`config.mk`:
```
export PLATFORM = sky130hd
export DESIGN_NAME = sdram_init_sequencer
export DESIGN_NICKNAME = d
export VERILOG_FILES = /design/src/rtl/sdram_init_sequencer_pkg.sv /design/src/rtl/sdram_init_sequencer_init_wait_counter.sv /design/src/rtl/sdram_init_sequencer.sv
export SDC_FILE = /design/constraint.sdc
export NUM_CORES = 1
export LEC_CHECK = 0
export ABC_AREA = 1
export BUFFER_PORTS_ARGS = -buffer_cell sky130_fd_sc_hd__buf_2
export CAP_MARGIN = 20
export CORE_MARGIN = 1.5
export CORE_UTILIZATION = 53
export DETAILED_ROUTE_END_ITERATION = 7
export GPL_TIMING_DRIVEN = 0
export PLACE_DENSITY = 0.8
export SLEW_MARGIN = 10
export SYNTH_ARGS = -nofsm -noshare
export SYNTH_HDL_FRONTEND = slang
export SYNTH_SLANG_ARGS = --single-unit
export TNS_END_PERCENT = 5
```
`constraint.sdc`:
```
create_clock -name i_clk -period 1.9 [get_ports i_clk]
set_clock_uncertainty 0.05 [all_clocks]
set_input_delay 0.095 -clock i_clk [delete_from_list [all_inputs] [get_ports i_clk]]
set_output_delay 0.095 -clock i_clk [all_outputs]
set_load 0.01 [all_outputs]
```
`src/rtl/sdram_init_sequencer_pkg.sv`:
```
// sdram_init_sequencer_pkg
// Shared definitions for the SDRAM power-up sequencer:
//   - default address width
//   - 3-bit command encodings used on the control-interface command port
//   - FSM state encoding
//   - width of the shared wait/timeout down-counter
//   - step_cmd(): the command issued in each issue state
package sdram_init_sequencer_pkg;

  localparam int ASIZE_DEFAULT = 23;
  localparam int CNT_W         = 16;

  localparam logic [2:0] CMD_NOP       = 3'b000;
  localparam logic [2:0] CMD_READA     = 3'b001;
  localparam logic [2:0] CMD_WRITEA    = 3'b010;
  localparam logic [2:0] CMD_REFRESH   = 3'b011;
  localparam logic [2:0] CMD_PRECHARGE = 3'b100;
  localparam logic [2:0] CMD_LOAD_MODE = 3'b101;
  localparam logic [2:0] CMD_LOAD_REG1 = 3'b110;
  localparam logic [2:0] CMD_LOAD_REG2 = 3'b111;

  typedef enum logic [3:0] {
    ST_WAIT = 4'd0,
    ST_REG1 = 4'd1,
    ST_REG2 = 4'd2,
    ST_PRE  = 4'd3,
    ST_REF  = 4'd4,
    ST_MODE = 4'd5,
    ST_GAP  = 4'd6,
    ST_DONE = 4'd7,
    ST_ERR  = 4'd8
  } state_t;

  function automatic logic [2:0] step_cmd(input state_t s);
    case (s)
      ST_REG1: step_cmd = CMD_LOAD_REG1;
      ST_REG2: step_cmd = CMD_LOAD_REG2;
      ST_PRE:  step_cmd = CMD_PRECHARGE;
      ST_REF:  step_cmd = CMD_REFRESH;
      ST_MODE: step_cmd = CMD_LOAD_MODE;
      default: step_cmd = CMD_NOP;
    endcase
  endfunction

endpackage

```
`src/rtl/sdram_init_sequencer_init_wait_counter.sv`:
```
// init_wait_counter
// Loadable down-counter that saturates at zero and flags it.
// Ports:
//   i_clk       clock
//   i_rst_n     asynchronous active-low reset (count <= RESET_VAL)
//   i_load      load i_load_val (has priority over decrement)
//   i_load_val  value to load
//   i_en        decrement by one while non-zero
//   o_zero      count is zero
module init_wait_counter
  import sdram_init_sequencer_pkg::*;
#(
  parameter int               WIDTH     = CNT_W,
  parameter logic [WIDTH-1:0] RESET_VAL = '0
) (
  input  logic             i_clk,
  input  logic             i_rst_n,
  input  logic             i_load,
  input  logic [WIDTH-1:0] i_load_val,
  input  logic             i_en,
  output logic             o_zero
);

  logic [WIDTH-1:0] r_count;

  always_ff @(posedge i_clk or negedge i_rst_n) begin
    if (!i_rst_n) begin
      r_count <= RESET_VAL;
    end else if (i_load) begin
      r_count <= i_load_val;
    end else if (i_en && (r_count != '0)) begin
      r_count <= r_count - WIDTH'(1);
    end
  end

  assign o_zero = (r_count == '0);

endmodule

```
`src/rtl/sdram_init_sequencer.sv`:
```
// sdram_init_sequencer
// Runs the SDRAM power-up sequence on the control-interface command port
// (wait, LOAD_REG1, LOAD_REG2, PRECHARGE, N x REFRESH, LOAD_MODE), then
// hands the port to the host and raises o_init_done.
// Optional feature macro: INIT_TIMEOUT_EN (ack timeout -> ERR, o_init_err).
// Ports:
//   i_clk, i_rst_n        clock, asynchronous active-low reset
//   i_host_cmd/addr       host command/address (passed through once done)
//   i_cmd_ack             one-cycle acknowledge from the control interface
//   o_cmd/o_addr          command/address to the control interface
//   o_host_cmd_ack        acknowledge to host (only once done)
//   o_init_done           sequence complete
//   o_init_err            ack timeout seen (0 without INIT_TIMEOUT_EN)
//
// state | meaning
// WAIT  | power-up idle, counting INIT_WAIT cycles
// REG1  | LOAD_REG1 held until ack
// REG2  | LOAD_REG2 held until ack
// PRE   | PRECHARGE held until ack
// REF   | REFRESH held until ack, repeated INIT_REFRESHES times
// MODE  | LOAD_MODE held until ack
// GAP   | one NOP cycle between commands, then load r_next
// DONE  | host owns the command port (terminal)
// ERR   | ack timeout (terminal, INIT_TIMEOUT_EN only)
module sdram_init_sequencer
  import sdram_init_sequencer_pkg::*;
#(
  parameter int          ASIZE          = ASIZE_DEFAULT,
  parameter int          INIT_WAIT      = 10000,
  parameter logic [15:0] REG1_VAL       = 16'h0316,
  parameter logic [15:0] REG2_VAL       = 16'd1562,
  parameter logic [15:0] MODE_VAL       = 16'h0037,
  parameter int          INIT_REFRESHES = 8,
  parameter int          ACK_TIMEOUT    = 1023
) (
  input  logic             i_clk,
  input  logic             i_rst_n,
  input  logic [2:0]       i_host_cmd,
  input  logic [ASIZE-1:0] i_host_addr,
  input  logic             i_cmd_ack,
  output logic [2:0]       o_cmd,
  output logic [ASIZE-1:0] o_addr,
  output logic             o_host_cmd_ack,
  output logic             o_init_done,
  output logic             o_init_err
);

  localparam logic [CNT_W-1:0] WAIT_RELOAD = CNT_W'(INIT_WAIT - 1);
  localparam logic [CNT_W-1:0] ACK_RELOAD  = CNT_W'(ACK_TIMEOUT - 1);

  state_t           r_state;
  state_t           r_next;
  logic [3:0]       r_ref_cnt;
  logic [2:0]       r_cmd;
  logic [ASIZE-1:0] r_addr;
  logic             r_init_done;

  state_t     w_after;
  logic [3:0] w_ref_inc;
  logic       w_cnt_zero;
  logic       w_cnt_load;
  logic       w_cnt_en;
  logic       w_issue;

  function automatic logic [ASIZE-1:0] step_addr(input state_t s);
    case (s)
      ST_REG1: step_addr = ASIZE'(REG1_VAL);
      ST_REG2: step_addr = ASIZE'(REG2_VAL);
      ST_MODE: step_addr = ASIZE'(MODE_VAL);
      default: step_addr = '0;
    endcase
  endfunction

  assign w_issue   = (r_state == ST_REG1) || (r_state == ST_REG2) ||
                     (r_state == ST_PRE)  || (r_state == ST_REF)  ||
                     (r_state == ST_MODE);
  assign w_ref_inc = r_ref_cnt + 4'd1;

  always_comb begin
    w_after = ST_DONE;
    case (r_state)
      ST_REG1: w_after = ST_REG2;
      ST_REG2: w_after = ST_PRE;
      ST_PRE:  w_after = ST_REF;
      ST_REF:  w_after = (w_ref_inc == 4'(INIT_REFRESHES)) ? ST_MODE : ST_REF;
      default: w_after = ST_DONE;
    endcase
  end

  // One counter serves the power-up wait and, when enabled, the ack timeout;
  // it is reloaded on every entry into an issue state (WAIT exit or GAP).
`ifdef INIT_TIMEOUT_EN
  assign w_cnt_load = ((r_state == ST_WAIT) && w_cnt_zero) || (r_state == ST_GAP);
  assign w_cnt_en   = (r_state == ST_WAIT) || w_issue;
`else
  assign w_cnt_load = 1'b0;
  assign w_cnt_en   = (r_state == ST_WAIT);
`endif

  init_wait_counter #(
    .WIDTH     (CNT_W),
    .RESET_VAL (WAIT_RELOAD)
  ) u_wait_cnt (
    .i_clk      (i_clk),
    .i_rst_n    (i_rst_n),
    .i_load     (w_cnt_load),
    .i_load_val (ACK_RELOAD),
    .i_en       (w_cnt_en),
    .o_zero     (w_cnt_zero)
  );

`ifdef INIT_TIMEOUT_EN
  logic r_init_err;
`endif

  always_ff @(posedge i_clk or negedge i_rst_n) begin
    if (!i_rst_n) begin
      r_state     <= ST_WAIT;
      r_next      <= ST_REG1;
      r_ref_cnt   <= '0;
      r_cmd       <= CMD_NOP;
      r_addr      <= '0;
      r_init_done <= 1'b0;
`ifdef INIT_TIMEOUT_EN
      r_init_err  <= 1'b0;
`endif
    end else begin
      case (r_state)
        ST_WAIT: begin
          if (w_cnt_zero) begin
            r_state <= ST_REG1;
            r_cmd   <= CMD_LOAD_REG1;
            r_addr  <= step_addr(ST_REG1);
          end
        end
        ST_REG1, ST_REG2, ST_PRE, ST_REF, ST_MODE: begin
          // ack wins over a timeout expiring on the same edge
          if (i_cmd_ack) begin
            r_cmd   <= CMD_NOP;
            r_state <= ST_GAP;
            r_next  <= w_after;
            if (r_state == ST_REF) r_ref_cnt <= w_ref_inc;
          end
`ifdef INIT_TIMEOUT_EN
          else if (w_cnt_zero) begin
            r_state    <= ST_ERR;
            r_cmd      <= CMD_NOP;
            r_init_err <= 1'b1;
          end
`endif
        end
        ST_GAP: begin
          r_state <= r_next;
          r_cmd   <= step_cmd(r_next);
          r_addr  <= step_addr(r_next);
          if (r_next == ST_DONE) r_init_done <= 1'b1;
        end
        default: begin
        end
      endcase
    end
  end

  // Host pass-through is combinational so DONE adds no latency.
  assign o_cmd          = (r_state == ST_DONE) ? i_host_cmd  : r_cmd;
  assign o_addr         = (r_state == ST_DONE) ? i_host_addr : r_addr;
  assign o_host_cmd_ack = (r_state == ST_DONE) && i_cmd_ack;
  assign o_init_done    = r_init_done;
`ifdef INIT_TIMEOUT_EN
  assign o_init_err     = r_init_err;
`else
  assign o_init_err     = 1'b0;
`endif

endmodule

```
# Word level (Yosys, flattened, before mapping)
# Index checks and enable logic that the tools add are counted.
# Widths: inputs -> output; s select.
# totals
regBits,55
word_cells,52
# op_classes
n_addsub,2
n_eq_ne,16
mux,14
reduce_logical,13
# ops
operator,n
$mux 23,2
$pmux 23 s2,1
$pmux 11 s3,1
$eq 4x3->1 const B,7
$eq 4x2->1 const B,4
$logic_not 16->1,1
$reduce_bool 16->1,1
$sub 16x1->16 const B,1
$pmux 3 s5,1
$pmux 3 s4,1
$pmux 4 s3,1
$mux 3,3
$pmux 3 s3,1
$eq 4x1->1 const B,2
$mux 4,2
$reduce_and 2->1,3
$reduce_and 3->1,2
$reduce_or 5->1,1
$add 4x1->4 const B,1
$eq 4x4->1 const B,1
$logic_not 4->1,1
$ne 2x2->1 const B,2
$reduce_bool 3->1,1
$logic_and 1x1->1,2
2 further kinds,2

# Depth between registers and ports, before layout
# Gate-level depths: netlist of the first run.
# depth
word_depth,4
ltp_mapped,9

# Modules after synthesis
# From an unflattened synthesis of the first run, not the netlist that was laid out.
# hier_totals
cells_unflattened,371
hier_area_um2,2635.0
# modules_own_cells
mod,n_inst,cells_each,area_per_inst_um2,seq_area_each_um2
sdram_init_sequencer,1,188,1370.1,501.7
init_wait_counter,1,183,1265.0,410.4

# Worst setup path after synthesis of the first run
# Ideal clock, no wire load.
# synth_path
path_kind,register to register
startpoint,reg u_wait_cnt.r_count[0]
endpoint,reg r_cmd[1]
setup_time_ns,0.117
arrival_ns,1.409
slack_ns,0.324
stages_incl_launch_ff,10
path_buffers,1
path_cell_list,dfstp_2 > inv_1 > ha_1 > nand2_2 > nor2_4 > nand2_4 > nand2_4 > buf_8 > nand3_1 > nand2_1
# synth_between
elab_chain_cells,3
# synth_rtl
item,line,rtl
"start, declared",sdram_init_sequencer_init_wait_counter.sv:24,logic [WIDTH-1:0] r_count;
"start signal, assigned",sdram_init_sequencer_init_wait_counter.sv:30,r_count <= i_load_val;
"start signal, assigned",sdram_init_sequencer_init_wait_counter.sv:32,r_count <= r_count - WIDTH'(1);
$logic_not 16->1,sdram_init_sequencer_init_wait_counter.sv:36,assign o_zero = (r_count == '0);
$ne 2x2->1 (no source line),--,
$reduce_and 3->1 (no source line),--,
"end signal, assigned",sdram_init_sequencer.sv:154,r_cmd <= step_cmd(r_next);
"end, declared",sdram_init_sequencer.sv:54,logic [2:0] r_cmd;
# Every way passes these cells.
# A chain may end at the register's enable or synchronous reset.

# Final worst setup path of the first run
# layout_path
startpoint,reg r_state[2]
endpoint,out o_cmd[0]
# layout_between
elab_chain_cells,2
# layout_rtl
item,line,rtl
"start, declared",sdram_init_sequencer.sv:51,state_t r_state;
"start signal, assigned",sdram_init_sequencer.sv:153,r_state <= r_next;
$eq 4x3->1,sdram_init_sequencer.sv:165,assign o_cmd = (r_state == ST_DONE) ? i_host_cmd : r_cmd;
$mux 3,sdram_init_sequencer.sv:165,
"end, declared",sdram_init_sequencer.sv:41,"output logic [2:0] o_cmd,"
# Every way passes these cells.

==> results.ini, run 1 <==
[global_route]
grt-ovfl-total=0
met2_usage_pct=35.7
grt_usage_pct=22.0
grt_pass1_wl_mm=8.74
grt_max_degree=37
antenna_found_initial=0
gr-usage-met1_pct=29.6
grt-busiest-layer=met2
grt_pass1_vias=2012
use_met3_pct=3.65

[setup_path]
end_kind=output pin
r2r_slack_ps=170
worstReg2RegStart=u_wait_cnt.r_count[0]
cp.arrival_ps=1620
crit_path_max_fanout=10
cp-start-kind=flip-flop
crit_type=reg -> out
regToRegEndpoint=r_cmd[1]
required_ps=1750
critPathCapture=o_cmd[0]
crit_start=r_state[2]
r2r_cells=9

[final_layout]
final_nets=423
multiInputGateArea_um2=1180
fill_cells=381
diodes=0
syn2layout_area_growth_pct=19.1
drive_above_1_share_pct=25.5
seqCellArea_um2=912
stdcell_count=442

[route]
num_vias=2194
drtIter0Drc=109
ant_nets=0
dr.pass1.iters=4
drc=0
via_per_inst=4.96
routed_wl_mm=4.95
wl_per_cell_um=11.2

[synth]
synth_area_um2=2310
yosysSeqAreaShare_pct=39.4
synthFlopType=dfrtp_1
syn_avg_cell_area_um2=7.07
async_reset_ff_share_pct=100
syn_inst=327
synth.area.top_cells=dfrtp_1 29%, nand2_1 18%, dfstp_2 10%
synth-seq-cells=36
synth_top_area_share_pct=29.2
synth-edff-count=0
synthesis.nets=359
ys_types=36
yosys_warnings=0
synth_top_area_cell=dfrtp_1

[floorplanning]
die_width_um=69.1
pin_count=58
die_h_um=69.1
rows=23
core-area_um2=4090
die_area_um2=4770
start_util_pct=56.6

[clock_tree]
cts_tree=yes
postCtsSetupRepairBufs=0
root_buffer=clkbuf_8
cts_buffers=5
insertion_delay_ps=290
h-tree-depth=2
cts.sinks=36
clkTransAtPathRegs_ps=70
clk_path_buf_depth=2

[sta]
setup_viol_count_final=0
tightest_slew_ps=778
hold_viol=0
rsz0062_at_grt=false
drv_slew=0
fin_hold_ws_ps=130
fin_crit_sh_pct=92.8
fin_tns_setup_ps=0
relSlewSlack_pct=48.1
finalCriticalPeriod_ps=1760
timing.fmax_mhz=567

[pwr]
total_power_w=0.00313
p_int_w=0.00181
p_switching_w=0.00132
seqPwrFrac_pct=36.3
swShare_pct=42.2
p_per_area_nw_per_um2=1140
leakage_nw=1.65
vdd_drop_max_mv=0.711
combPwrFrac_pct=46.9
p_clk_share_pct=16.8

[run]
cap_violations=0

[placement]
gp_congestion=0.902
hpwl_mm=3.82
io_buffers=56
dp.cells=433

[hold_path]
hold_path.class=in -> reg

[outcome]
status=finished clean

## synth_stat cells, types with 2 or more instances
master and count:
nand2_1 110, inv_1 42, nor2_1 37, dfrtp_1 27, nand3_1 27, o21ai_0 16, dfstp_2 9, mux2_2 5
xnor2_1 5, xor2_1 5, buf_2 4, nand3b_1 4, nor2_2 4, ha_1 3, inv_2 3, nand2_2 3
nand4_1 3, nand2_4 2
## power by group through the flow
stage	combinational, W	sequential [W]	clock (W)
floorplan	0.00105	0.00111	0
global placement	0.00141	0.00114	0
detailed placement	0.00147	0.00114	0
CTS	0.00148	0.00113	0.000538
global route	0.00169	0.00116	0.000572
finish	0.00147	0.00114	0.000527
## worst min path at each step
stage / start / end / slack [ps] / cells after the start
2_1_floorplan: i_rst_n / o_init_done / -250 / 0
3_3_place_gp: i_rst_n / u_wait_cnt.r_count[14] / 170 / 1
3_5_place_dp: i_rst_n / u_wait_cnt.r_count[15] / 180 / 1
4_1_cts: i_cmd_ack / r_next[2] / 130 / 3
5_1_grt: i_cmd_ack / r_next[2] / 160 / 3
6_report: i_cmd_ack / r_next[2] / 130 / 3
## per-layer routing
| layer | vias up | wire [um] |
|---|---|---|
| met1 | 1004 | 2280 |
| met2 | 47 | 2410 |
| met3 | 7 | 195 |
| li1 | 1136 | - |
| met5 | - | 0 |
| met4 | 0 | 69 |
## final cells by class
cell class / instances / share of cell area [%]
Multi-Input combinational cell: 238 / 42.8
Inverter: 45 / 6.13
Tap cell: 50 / 2.27
Sequential cell: 36 / 33.1
Clock buffer: 7 / 2.77
Clock inverter: 1 / 0.182
Timing Repair Buffer: 57 / 10.5
Buffer: 8 / 2.18
## registers in the layout, summed over array words and instances, names as in the netlist
name,count
u_wait_cnt.r_count,16
r_addr,6
r_ref_cnt,4
r_cmd,3
r_next,3
r_state,3
o_init_done,1
## cell families after synthesis
logic type,share of synthesized area [%]
compound gates,5.25
buf+inv,9.79
simple gates,36.3
xor+xnor,4.49
mux,2.92
fa+ha+maj,1.62
other cells,0.162
flops,39.4
## stage by stage
stage          setup WS [ps]  utilization, %  cell area (um^2)
6_report                 137            67.4              2760
4_1_cts                 54.3            67.3              2750
3_3_place_gp             225            65.0              2660
5_1_grt                 18.9            67.4              2760
2_1_floorplan            324               -              2310
3_5_place_dp             179            65.0              2660
## layout by cell type (no fill, tap or decap), types with 2 or more instances in the layout
cell | netlist | routed
nand4_1 | 3 | 3
dfrtp_1 | 27 | 27
inv_2 | 3 | 3
clkbuf_1 | 1 | 3
ha_1 | 3 | 3
nand2_1 | 110 | 110
nand3_2 | 1 | 2
nor2_2 | 4 | 4
nand2_4 | 2 | 2
dfstp_2 | 9 | 9
mux2_2 | 5 | 5
nand3_1 | 27 | 26
buf_4 | 1 | 2
nand3b_1 | 4 | 4
nor2_1 | 37 | 37
inv_1 | 42 | 42
o21ai_0 | 16 | 16
xor2_1 | 5 | 5
nand2_2 | 3 | 3
xnor2_1 | 5 | 5
buf_2 | 4 | 59
clkbuf_8 | 0 | 5
## worst max-delay path, cell delays in order (launching register included)
cell	delay, ps
dfrtp_1	350
buf_2	170
nand3_2	120
buf_4	190
mux2_2	350
buf_2	140
## repair_timing
action,in CTS,in global routing
gates resized for setup,1,1
hold endpoints to repair,27,0
endpoints found under the setup margin,1,19
hold buffers,1,0
Note: power is estimated with default switching activity, not from simulation.
==> run 2, diff against run 1 <==
- BUFFER_PORTS_ARGS: -buffer_cell sky130_fd_sc_hd__buf_2 -> not set
- CAP_MARGIN: 20 -> not set
- CORE_UTILIZATION: 53 -> 62
- DONT_BUFFER_PORTS: not set -> 1
- PLACE_DENSITY: 0.8 -> 0.78
==> run 2 against run 1 <==
  * Critical path depth is 1 lower
  * Global-route usage is 2.1 points higher
  * Via count is 11% lower
  * Combinational power fell by 14%
  * Design area decreased by 8.5%
  * Wire length fell by 8.4%
  * Non-clock buffer count decreased by 54
  * Final cell count decreased by 13%
  * Die area fell by 14%
  * Largest power group unchanged
==> results.ini, run 2 (synthesis gave the netlist of run 1 again) <==
[outcome]
status=finished clean  ; unchanged

[route]
drc=0  ; unchanged
ant_nets=0  ; unchanged
dr_wl_met2_mm=2.36  ; was 2.41 mm
via_per_inst=5.04  ; was 4.96
drtIter0Drc=106  ; was 109
wl_per_cell_um=11.8  ; was 11.2 um
wl_met1_mm=1.99  ; was 2.28 mm
num_vias=1945  ; was 2194
dr.pass1.iters=4  ; unchanged
routed_wl_mm=4.54  ; was 4.95 mm
dr_wl_met3_um=154  ; was 195 um
highest_layer=met4  ; unchanged

[sta]
drv_slew=0  ; unchanged
finalWorstSetupSlack_ps=126  ; was 137 ps
fin_tns_setup_ps=0  ; unchanged
hold_viol=0  ; unchanged
timing.fmax_mhz=564  ; was 567 MHz
finalCriticalPeriod_ps=1770  ; was 1760 ps
setup_viol_count_final=0  ; unchanged
rsz0062_at_grt=false  ; unchanged
fin_hold_ws_ps=60.8  ; was 130 ps
fin_crit_sh_pct=93.4  ; was 92.8%

[placement]
io_buffers=0  ; was 56
hpwl_mm=3.32  ; was 3.82 mm
pre_cts_slack_ps=196  ; was 179 ps
dpl_cell_area_um2=2370  ; was 2660 um^2
gp_congestion=0.817  ; was 0.902

[final_layout]
drive_above_1_share_pct=13.3  ; was 25.5%
max_flop_register=u_wait_cnt.r_count  ; unchanged
largest_reg_flops=16  ; unchanged
syn2layout_area_growth_pct=8.98  ; was 19.1%
final_cell_mix=110 x nand2_1, 42 x inv_1, 37 x nor2_1, 27 x nand3_1, 27 x dfrtp_1  ; was 110 x nand2_1, 59 x buf_2, 42 x inv_1, 37 x nor2_1, 27 x dfrtp_1
fill_cells=334  ; was 381
top_regs=u_wait_cnt.r_count: 16 flops, r_addr: 6 flops, r_ref_cnt: 4 flops  ; unchanged
final_nets=369  ; was 423
diodes=0  ; unchanged
final_common_cell=nand2_1  ; unchanged
design_area_um2=2520  ; was 2760 um^2

[global_route]
antenna_found_initial=0  ; unchanged
grt_pass1_vias=1765  ; was 2012
grt_max_degree=37  ; unchanged
grt_usage_pct=24.1  ; was 22.0%
grt_pass1_wl_mm=7.71  ; was 8.74 mm
grt-ovfl-total=0  ; unchanged

[hold_path]
hold_path.class=in -> reg  ; unchanged

[pwr]
vdd_drop_max_mv=1.11  ; was 0.711 mV
p_per_area_nw_per_um2=1220  ; was 1140 nW/um^2
combPwrFrac_pct=41.2  ; was 46.9%
swShare_pct=41.0  ; was 42.2%
leakage_nw=1.42  ; was 1.65 nW
p_switching_w=0.00126  ; was 0.00132 W
p_int_w=0.00181  ; about the same
total_power_w=0.00306  ; was 0.00313 W
p_clk_share_pct=21.7  ; was 16.8%
seqPwrFrac_pct=37.1  ; was 36.3%

[setup_path]
cp-start-kind=flip-flop  ; unchanged
required_ps=1750  ; about the same
cp.arrival_ps=1630  ; was 1620 ps
r2r_slack_ps=200  ; was 170 ps
crit_type=reg -> out  ; unchanged
end_kind=output pin  ; unchanged
crit_path_max_fanout=10  ; unchanged

[run]
cap_violations=0  ; unchanged

[floorplanning]
start_util_pct=63.7  ; was 56.6%
die_h_um=64.1  ; was 69.1 um
rows=22  ; was 23
pin_count=58  ; unchanged
die_width_um=64.1  ; was 69.1 um
die_area_um2=4110  ; was 4770 um^2
core-area_um2=3630  ; was 4090 um^2

[clock_tree]
cts.sinks=36  ; unchanged
cts_buffers=5  ; unchanged
cts_tree=yes  ; unchanged
insertion_delay_ps=290  ; about the same
clk_path_buf_depth=2  ; unchanged
h-tree-depth=2  ; unchanged
root_buffer=clkbuf_8  ; unchanged
postCtsSetupRepairBufs=0  ; unchanged
clkTransAtPathRegs_ps=70  ; about the same

-- run 2: timing repair --
| action | CTS | global route |
|---|---|---|
| gates resized for setup | 0 | 1 |
| hold buffers | 3 | 0 |
| endpoints found under the hold margin | 37 | 0 |
| setup endpoints to repair | 0 | 1 |
-- run 2: final cells by class --
cell class / instances / area (um^2) / area share, %
Timing Repair Buffer: 3 / 40.0 / 1.59
Clock buffer: 6 / 72.6 / 2.88
Multi-Input combinational cell: 238 / 1170 / 46.6
Buffer: 8 / 57.6 / 2.28
Clock inverter: 2 / 35.0 / 1.39
Tap cell: 48 / 60.1 / 2.38
Inverter: 45 / 169 / 6.70
Sequential cell: 36 / 912 / 36.2
-- run 2: power by group through the flow --
| stage | clock network (W) | registers [W] | logic, W |
|---|---|---|---|
| floorplan | 0 | 0.00111 | 0.00105 |
| global placement | 0 | 0.00114 | 0.00121 |
| detailed placement | 0 | 0.00114 | 0.00124 |
| CTS | 0.000672 | 0.00114 | 0.00127 |
| global route | 0.000704 | 0.00117 | 0.00145 |
| finish | 0.000664 | 0.00114 | 0.00126 |
-- run 2: critical path, stage by stage (launching register included) --
cell	delay (ps)
dfrtp_1	360
buf_2	170
nand3_1	180
buf_2	250
mux2_2	390
-- run 2: path summary, 6_finish.rpt --
check,end,depth (start not counted),start
worst min-delay path,r_ref_cnt[0],2,i_cmd_ack
worst max-delay path,o_addr[2],4,r_state[2]
worst max register to register,r_cmd[2],9,u_wait_cnt.r_count[0]
min in group asynchronous,u_wait_cnt.r_count[6],2,i_rst_n
worst min register to register,r_cmd[2],2,r_cmd[2]
max in group asynchronous,u_wait_cnt.r_count[1],2,i_rst_n
-- run 2: layer usage --
metal / track usage [%] / vias up
li1: - / 1027
met1: 29.5 / 893
met2: 42.1 / 21
met3: 5.99 / 4
met4: 6.52 / 0
met5: 0 / -
-- run 2: stage by stage --
| stage | utilization (%) | cells |
|---|---|---|
| after floorplan | - | 327 |
| after global placement | 65.3 | 375 |
| after detailed placement | 65.3 | 375 |
| after CTS | 69.4 | 386 |
| after global routing | 69.4 | 386 |
| final | 69.4 | 386 |
==> run 3, diff against run 2 <==
- ABC_AREA: 1 -> not set
- SKIP_LAST_GASP: not set -> 1
==> run 3 against run 2 <==
  * The flow now finishes with violations (negative setup slack)
  * Global-route usage shrank 0.54 points
  * Via count fell by 16%
  * Design area down 11%
  * Sequential cell count did not move
  * Core utilization up 3.1 points
  * Hold slack better by 83 ps
  * Register-to-register slack got worse by 580 ps
  * Setup slack got worse by 510 ps
  * Maximum frequency shrank 22%
==> results.ini, run 3 <==
[outcome]
status=finished with violations  ; was finished clean
violations=negative setup slack

[clock_tree]
cts_tree=yes  ; unchanged
clk_path_buf_depth=2  ; unchanged
cts_buffers=5  ; unchanged
insertion_delay_ps=330  ; was 290 ps
cts.sinks=36  ; unchanged
h-tree-depth=2  ; unchanged
clkTransAtPathRegs_ps=100  ; was 70 ps
root_buffer=clkbuf_4  ; was clkbuf_8

[setup_path]
cp-start-kind=flip-flop  ; unchanged
critPathCapture=r_cmd[1]  ; was o_addr[2]
r2r_slack_ps=-380  ; was 200 ps
required_ps=2080  ; was 1750 ps
crit_type=reg -> reg  ; was reg -> out
cp_slowest_stage_delay_ps=560  ; was 390 ps
crit_start=u_wait_cnt.r_count[1]  ; was r_state[2]
cp_cell_sequence=inv_2 -> ha_4 -> or3b_4 -> or4b_4 -> o21bai_4 -> o31ai_4 -> mux2_4  ; was buf_2 -> nand3_1 -> buf_2 -> mux2_2
r2r_cells=7  ; was 9
end_kind=flip-flop  ; was output pin
crit_path_max_fanout=3  ; was 10
critPathSlowestCell=or4b_4  ; was mux2_2
regToRegEndpoint=r_cmd[1]  ; was r_cmd[2]
worstReg2RegStart=u_wait_cnt.r_count[1]  ; was u_wait_cnt.r_count[0]
cp.arrival_ps=2460  ; was 1630 ps

[route]
num_vias=1635  ; was 1945
dr_wl_met2_mm=1.86  ; was 2.36 mm
drc=0  ; unchanged
wl_per_cell_um=14.1  ; was 11.8 um
dr.pass1.iters=4  ; unchanged
highest_layer=met4  ; unchanged
drtIter0Drc=79  ; was 106
dr_wl_met3_um=246  ; was 154 um
routed_wl_mm=3.93  ; was 4.54 mm
ant_nets=0  ; unchanged
wl_met1_mm=1.78  ; was 1.99 mm
via_per_inst=5.86  ; was 5.04

[synth]
synth.area.top_cells=dfrtp_1 33%, dfstp_2 12%, nand2_1 8.2%  ; was dfrtp_1 29%, nand2_1 18%, dfstp_2 10%
synth_area_um2=2020  ; was 2310 um^2
synth_most_common_cell=nand2_1  ; unchanged
yosys_warnings=0  ; unchanged
yosysSeqAreaShare_pct=45.1  ; was 39.4%
ys_types=51  ; was 36
synthFlopType=dfrtp_1  ; unchanged
synth_commonest_cells=44 x nand2_1, 27 x dfrtp_1, 15 x and2_1  ; was 110 x nand2_1, 42 x inv_1, 37 x nor2_1
syn_avg_cell_area_um2=9.06  ; was 7.07 um^2
synth-edff-count=0  ; unchanged
syn_inst=223  ; was 327
synth_top_area_cell=dfrtp_1  ; unchanged
synth_top_area_share_pct=33.4  ; was 29.2%
synth-seq-cells=36  ; unchanged
synthesis.nets=255  ; was 359
async_reset_ff_share_pct=100  ; unchanged

[global_route]
grt_pass1_vias=1488  ; was 1765
grt-ovfl-total=0  ; unchanged
grt_usage_pct=23.6  ; was 24.1%
grt_max_degree=37  ; unchanged
antenna_found_initial=0  ; unchanged
grt_pass1_wl_mm=6.39  ; was 7.71 mm

[pwr]
p_switching_w=0.00102  ; was 0.00126 W
p_clk_share_pct=20.2  ; was 21.7%
seqPwrFrac_pct=38.7  ; was 37.1%
swShare_pct=39.4  ; was 41.0%
p_int_w=0.00157  ; was 0.00181 W
combPwrFrac_pct=41.1  ; was 41.2%
p_per_area_nw_per_um2=1160  ; was 1220 nW/um^2
leakage_nw=1.07  ; was 1.42 nW
vdd_drop_max_mv=0.985  ; was 1.11 mV

[final_layout]
drive_above_1_share_pct=15.7  ; was 13.3%
final_common_cell=nand2_1  ; unchanged
diodes=0  ; unchanged
seqCellArea_um2=912  ; unchanged
final_util_pct=72.5  ; was 69.4%
final_nets=266  ; was 369
largest_reg_flops=16  ; unchanged
syn2layout_area_growth_pct=10.5  ; was 8.98%
design_area_um2=2230  ; was 2520 um^2
stdcell_count=279  ; was 386
fill_cells=249  ; was 334
max_flop_register=u_wait_cnt.r_count  ; unchanged
multiInputGateArea_um2=1070  ; was 1170 um^2
top_regs=u_wait_cnt.r_count: 16 flops, r_addr: 6 flops, r_ref_cnt: 4 flops  ; unchanged
final_cell_mix=44 x nand2_1, 27 x dfrtp_1, 15 x and2_1, 12 x nor2_1  ; was 110 x nand2_1, 42 x inv_1, 37 x nor2_1, 27 x nand3_1, 27 x dfrtp_1

[floorplanning]
die_width_um=60.1  ; was 64.1 um
die_area_um2=3610  ; was 4110 um^2
start_util_pct=65.7  ; was 63.7%
core-area_um2=3080  ; was 3630 um^2
pin_count=58  ; unchanged
rows=20  ; was 22
die_h_um=60.1  ; was 64.1 um

[placement]
pre_cts_slack_ps=-513  ; was 196 ps
dpl_cell_area_um2=2100  ; was 2370 um^2
hpwl_mm=2.93  ; was 3.32 mm
gp_congestion=0.838  ; was 0.817
dp.cells=267  ; was 375
io_buffers=0  ; unchanged

[sta]
finalCriticalPeriod_ps=2280  ; was 1770 ps
setup_viol_count_final=41  ; was 0
hold_viol=0  ; unchanged
fin_crit_sh_pct=120  ; was 93.4%
drv_slew=0  ; unchanged
rsz0062_at_grt=true  ; was false
fin_hold_ws_ps=144  ; was 60.8 ps
relSlewSlack_pct=53.0
finalWorstSetupSlack_ps=-380  ; was 126 ps
tightest_slew_ps=702
timing.fmax_mhz=439  ; was 564 MHz

[hold_path]
hold_path.class=in -> async  ; was in -> reg

[run]
cap_violations=0  ; unchanged

-- run 3: critical path: cells and delay by family (launching register included) --
| kind | cells | cell delay [ps] |
|---|---|---|
| simple gates | 2 | 960 |
| flops | 1 | 390 |
| mux | 1 | 310 |
| compound gates | 2 | 290 |
| fa+ha+maj | 1 | 120 |
| buf+inv | 1 | 60 |
-- run 3: metal layers --
layer  track usage (%)  vias up
li1                  -      786
met1              31.6      779
met2              37.4       64
met3              5.84        6
met4              7.62        0
met5                 0        -
-- run 3: what timing repair did --
action	4_1_cts	5_1_grt
setup endpoints to repair	52	55
setup buffers	2	0
pin swaps	1	0
hold endpoints to repair	36	0
hold buffers	2	0
resized for setup	2	5
-- run 3: power by group through the flow --
stage	sequential, W	clock (W)	combinational, W
finish	0.00100	0.000525	0.00106
global route	0.00102	0.000565	0.00120
CTS	0.00100	0.000534	0.00106
detailed placement	0.00102	0	0.00103
global placement	0.00101	0	0.00101
floorplan	0.000992	0	0.000881
-- run 3: cells by family (layout without fill, tap and decap cells) --
| logic type | count (synthesis) | count (layout) | share of synthesized area (%) |
|---|---|---|---|
| simple gates | 110 | 110 | 27.2 |
| compound gates | 38 | 38 | 13.9 |
| flops | 36 | 36 | 45.1 |
| buf+inv | 17 | 29 | 3.34 |
| xor+xnor | 15 | 15 | 6.50 |
| fa+ha+maj | 3 | 3 | 1.86 |
| mux | 3 | 3 | 1.86 |
| other cells | 1 | 1 | 0.186 |
-- run 3: through the flow --
stage | setup TNS [ps] | power [W]
finish | -4670 | 0.00259
global placement | -4130 | 0.00202
CTS | -10990 | 0.00260
floorplan | -2050 | 0.00187
detailed placement | -5890 | 0.00205
global route | -11320 | 0.00279
-- run 3: final cells by class --
cell class	count	share of cell area, %
plain buffers	11	2.13
clock buffers	6	1.85
clock inverters	2	1.57
inverters	6	1.01
multi-input cells	170	48.1
flip-flops and latches	36	40.9
well taps	44	2.47
repair buffers	4	2.02
-- run 3: worst min-delay path by stage --
stage / endpoint
final: u_wait_cnt.r_count[12]
after global routing: u_wait_cnt.r_count[12]
after CTS: r_state[1]
after detailed placement: u_wait_cnt.r_count[12]
after global placement: u_wait_cnt.r_count[12]
after floorplan: o_init_done
